### src/rtl/uart_rx_oversample.sv
// UART receiver driven by a 16x oversampling tick.
// Deserialises start + DBIT data bits (LSB first) + optional parity + stop
// period, then presents the word with a one-clk done strobe and error flags.
module uart_rx_oversample #(
    parameter int DBIT    = 8,
    parameter int SB_TICK = 16,
    parameter int PARITY  = 0,
    parameter int CNT_W   = 5
) (
    input  logic            clk,
    input  logic            reset,
    input  logic            rx,
    input  logic            s_tick,
    output logic [DBIT-1:0] dout,
    output logic            rx_done_tick,
    output logic            frame_err,
    output logic            parity_err,
    output logic            busy
);

    localparam int N_W = $clog2(DBIT);

    typedef enum logic [2:0] {IDLE, START, DATA, PAR, STOP} state_t;

    state_t           state, state_next;
    logic [CNT_W-1:0] s, s_next;
    logic [N_W-1:0]   n, n_next;
    logic [DBIT-1:0]  b, b_next;
    logic             pbit, pbit_next;
    logic             done_next;
    logic             rx_meta, rx_s;
    logic             par_calc;

    // Two-flop synchroniser; resets to the idle (high) line level.
    always_ff @(posedge clk or posedge reset) begin
        if (reset) begin
            rx_meta <= 1'b1;
            rx_s    <= 1'b1;
        end else begin
            rx_meta <= rx;
            rx_s    <= rx_meta;
        end
    end

    // FSM state, counters and shift register.
    always_ff @(posedge clk or posedge reset) begin
        if (reset) begin
            state <= IDLE;
            s     <= '0;
            n     <= '0;
            b     <= '0;
            pbit  <= 1'b0;
        end else begin
            state <= state_next;
            s     <= s_next;
            n     <= n_next;
            b     <= b_next;
            pbit  <= pbit_next;
        end
    end

    // Parity check on the finished word; odd parity expects an odd total count.
    assign par_calc = (PARITY == 1) ? ~(^b ^ pbit) :
                      (PARITY == 2) ?  (^b ^ pbit) : 1'b0;

    // Result registers: only rewritten on the completing STOP tick so they
    // hold across the next frame until its own strobe.
    always_ff @(posedge clk or posedge reset) begin
        if (reset) begin
            dout         <= '0;
            rx_done_tick <= 1'b0;
            frame_err    <= 1'b0;
            parity_err   <= 1'b0;
        end else begin
            rx_done_tick <= done_next;
            if (done_next) begin
                dout       <= b;
                frame_err  <= ~rx_s;
                parity_err <= par_calc;
            end
        end
    end

    // Next-state logic; counters only move on s_tick.
    always_comb begin
        state_next = state;
        s_next     = s;
        n_next     = n;
        b_next     = b;
        pbit_next  = pbit;
        done_next  = 1'b0;
        case (state)
            IDLE: begin
                if (!rx_s) begin
                    state_next = START;
                    s_next     = '0;
                end
            end
            START: begin
                if (s_tick) begin
                    if (s == CNT_W'(7)) begin
                        // Still low at mid start bit: real start, otherwise a glitch.
                        if (!rx_s) begin
                            state_next = DATA;
                            s_next     = '0;
                            n_next     = '0;
                        end else begin
                            state_next = IDLE;
                        end
                    end else begin
                        s_next = s + 1'b1;
                    end
                end
            end
            DATA: begin
                if (s_tick) begin
                    if (s == CNT_W'(15)) begin
                        s_next = '0;
                        b_next = {rx_s, b[DBIT-1:1]};
                        if (n == N_W'(DBIT-1))
                            state_next = (PARITY != 0) ? PAR : STOP;
                        else
                            n_next = n + 1'b1;
                    end else begin
                        s_next = s + 1'b1;
                    end
                end
            end
            PAR: begin
                if (s_tick) begin
                    if (s == CNT_W'(15)) begin
                        s_next     = '0;
                        pbit_next  = rx_s;
                        state_next = STOP;
                    end else begin
                        s_next = s + 1'b1;
                    end
                end
            end
            STOP: begin
                if (s_tick) begin
                    if (s == CNT_W'(SB_TICK-1)) begin
                        state_next = IDLE;
                        done_next  = 1'b1;
                    end else begin
                        s_next = s + 1'b1;
                    end
                end
            end
            default: state_next = IDLE;
        endcase
    end

    assign busy = (state != IDLE);

endmodule

### config.mk
export PLATFORM = sky130hd
export DESIGN_NAME = uart_rx_oversample
export DESIGN_NICKNAME = d
export VERILOG_FILES = /design/src/rtl/uart_rx_oversample.sv
export SDC_FILE = /design/constraint.sdc
export NUM_CORES = 1
export LEC_CHECK = 0
export CAP_MARGIN = 40
export CORE_ASPECT_RATIO = 0.75
export CORE_MARGIN = 4
export CORE_UTILIZATION = 33
export CTS_BUF_LIST = sky130_fd_sc_hd__clkbuf_4
export DETAILED_ROUTE_END_ITERATION = 10
export SYNTH_ARGS = -nofsm -noshare
export SYNTH_HDL_FRONTEND = slang
export SYNTH_SLANG_ARGS = --single-unit
export TNS_END_PERCENT = 1
### constraint.sdc
create_clock -name clk -period 2.4 [get_ports clk]
set_input_delay 0.48 -clock clk [delete_from_list [all_inputs] [get_ports clk]]
set_output_delay 0.48 -clock clk [all_outputs]
set_load 0.01 [all_outputs]
==> results_dict.tcl <==
set metrics [dict create \
    hold_path_class "reg -> reg" \
    synth_enable_flop_cells 0 \
    port-buffer-count 14 \
    coreArea_um2 4490 \
    nFillCells 439 \
    minimum_period_implied_by_the_final_worst_setup_slack_ns 2.19 \
    synthTopCellsByArea "dfrtp_1 47%, mux2_2 10%, dfstp_2 3.4%, ha_1 3.2%, nand2_1 2.4%" \
    max_cap_viol_count 0 \
    maxSlewViolCount 0 \
    dr.pass1.iters 4 \
    layout_worst_path_cycle_share_pct 91.1 \
    yosysUniqueCellTypes 46 \
    top_level_ports 16 \
    cts_hold_repair.buffers 0 \
    r2r_cells 5 \
    async_flop_share_pct 100 \
    synth-xor-area-share_pct 0 \
    outcome "completed" \
    post_drt_via_cell_ratio 5.00 \
    clk_pin_slew_worst_paths_ns 0.10 \
    syn-cell-area_um2 1540 \
    power-per-cell-area_nw_per_um2 832 \
    hold_violations 0 \
    design.die.area_um2 5850 \
    synth.largest_area_cell "dfrtp_1" \
    core.rowCount 21 \
    insertedDiodeCount 0 \
    grt_pass1_vias 1041 \
    cts_root_buffer "clkbuf_4" \
    synth_largest_type_area_fraction_pct 47.0 \
    postLayoutSetupSlackWorst_ns 0.212 \
    dr.first_iter.drc_count 42 \
    placement.setup.worst_slack_ns 0.248 \
    wl_mm 2.92 \
    initial_utilization_pct 34.4 \
    required_ns 1.92 \
    synth-warning-count 0 \
    reg2reg_slack_ns 0.50 \
    drive_above_1_share_pct 22.7 \
    criticalPathCategory "reg -> out" \
    cts_tree "yes" \
    route.detailed.drc 0 \
    netlist_instances 134 \
    grt_start_max_net_pins 32 \
    static-leakage-power_nw 0.849 \
    postCtsSetupRepairBufs 0 \
    cts_htree_levels 2 \
    globalRoute.totalOverflow 0 \
    worst_ir_drop_vdd_mv 0.406 \
    final_cell_area_um2 1820 \
    crit_path_max_fanout 14 \
    clk_latency_ns 0.33 \
    whs_path_depth 0 \
    place.detailed.hpwl_mm 2.06 \
    syn-num-nets 142 \
    predominant_post_synthesis_flop_cell "dfrtp_1" \
    largest_family_of_logic_cells_by_synthesized_area "simple AND/OR/NAND/NOR gates" \
    final-setup-viol-count 0 \
    critical_path.startpoint_type "flip-flop" \
    seq_area_frac_synth_pct 50.4 \
    synth_seq_cells 31 \
    crit-reg2reg-capture "n[0]" \
    placedInstanceArea_um2 1750 \
    synthMuxAreaShare_pct 14.7 \
    number_of_buffers_added_by_the_clock_tree_synthesis_step 5 \
    fp.dieH_um 67.2 \
    endpoint "busy" \
    worst_r2r_startpoint "s[0]" \
    antenna_found_initial 0 \
    post_drt_wl_per_cell_um 13.8 \
    post_synth_fa_ha_maj_area_fraction_pct 3.24 \
    grt_pass1_wl_mm 4.92 \
    synthSimpleGateAreaFrac_pct 17.3 \
    global_route.usage.total_pct 11.2 \
    timing.critical_path.to_type "output pin" \
    rsz_0062_raised_after_global_routing "false" \
    design.final.nets 161 \
    cts_sinks 31 \
    total_negative_setup_slacks_ns 0 \
    synth_compound_area_share_pct 10.5 \
    final.setup_skew_ns 0.0124 \
    gpl_wtd_cong 0.880 \
    syn_to_final_growth_pct 18.2 \
    detailroute.via_count 1054 \
    clock.fmax_mhz 457 \
    floorplan.die.width_um 87.0 \
    critical_path_arrival_ns 1.71 \
    mean_syn_cell_area_um2 11.5 \
    post_cts_resized 0 \
    worstSetupStartpoint "state[1]" \
    antenna_violating_nets_post_route 0 \
    max-clock-path-buffers 2 \
]
## state kept, by name, indices dropped and copies added, names as in the netlist
register / flops
rx_meta: 1
dout: 8
state: 3
b: 8
frame_err: 1
n: 3
rx_done_tick: 1
rx_s: 1
s: 5
## through the flow
| stage | utilization [%] | std cells | hold WS [ns] | power [mW] |
|---|---|---|---|---|
| after floorplan | - | 134 | 0.345 | 1.03 |
| after global placement | 38.9 | 203 | 0.346 | 1.11 |
| after detailed placement | 38.9 | 203 | 0.350 | 1.13 |
| after CTS | 40.6 | 211 | 0.360 | 1.54 |
| after global routing | 40.6 | 211 | 0.361 | 1.62 |
| final | 40.6 | 211 | 0.353 | 1.52 |
## power by group
group	internal (mW)	switching [mW]
combinational	0.211	0.202
clock	0.214	0.185
sequential	0.590	0.117
total	1.01	0.503
## area by class of cell
| class | instances | area, µm² | share of cell area [%] |
|---|---|---|---|
| Clock buffer | 5 | 37.5 | 2.06 |
| Tap cell | 57 | 71.3 | 3.91 |
| Timing Repair Buffer | 18 | 170 | 9.33 |
| Clock inverter | 3 | 38.8 | 2.13 |
| Sequential cell | 31 | 778 | 42.7 |
| Multi-Input combinational cell | 92 | 709 | 38.9 |
| Inverter | 5 | 18.8 | 1.03 |
## cells in the final DEF (no fill, tap or decap), types with 2 or more instances in the layout
master	synthesis	final
nand3_1	6	6
clkdlybuf4s50_1	0	14
ha_1	4	4
mux2_2	14	14
clkbuf_4	0	5
inv_1	5	5
mux2_1	3	3
nor2b_1	2	2
o21ai_0	6	6
a22o_1	3	3
dfrtp_1	29	29
nor2_1	8	8
mux2i_1	2	2
dfstp_2	2	2
a21oi_1	4	4
buf_4	1	4
nand2b_1	2	2
nand2_1	10	10
o211ai_1	2	2
## cells in the mapped netlist, drive strengths merged (2+ instances only)
cell type   n
dfrtp      29
mux2       18
nand2      10
nor2        9
nand3       7
o21ai       6
buf         5
inv         5
a21oi       4
ha          4
a22o        3
dfstp       2
mux2i       2
nand2b      2
nor2b       2
nor3b       2
o211ai      2
## worst max-delay path, stage by stage (launching register included)
cell and delay, ns:
dfrtp_1 0.61, nor2_1 0.14, nand2_1 0.10, clkdlybuf4s50_1 0.53
## cells by family (layout without fill, tap and decap cells)
group / after synthesis / after routing
buffers and inverters: 11 / 31
DFF: 31 / 31
and+or+nand+nor: 43 / 43
muxes: 20 / 20
other: 1 / 1
adders and majority gates: 4 / 4
AOI/OAI and AO/OA: 24 / 24
## worst min-delay path by stage
stage / from / endpoint / slack [ns]
3_3_place_gp: rx_meta / rx_s / 0.35
4_1_cts: rx_meta / rx_s / 0.36
2_1_floorplan: rx_meta / rx_s / 0.35
5_1_grt: rx_meta / rx_s / 0.36
6_report: rx_meta / rx_s / 0.35
3_5_place_dp: rx_meta / rx_s / 0.35
## metal layers
layer | vias up | routed length [µm] | share of wire (%) | GRT usage, %
li1 | 520 | - | - | -
met1 | 511 | 1440 | 49 | 14.3
met2 | 19 | 1290 | 44 | 17.1
met3 | 4 | 141 | 4.8 | 4.39
met4 | 0 | 43 | 1.5 | 4.09
met5 | - | 0 | 0 | 0
No activity file was read; power rests on OpenSTA's default activity.
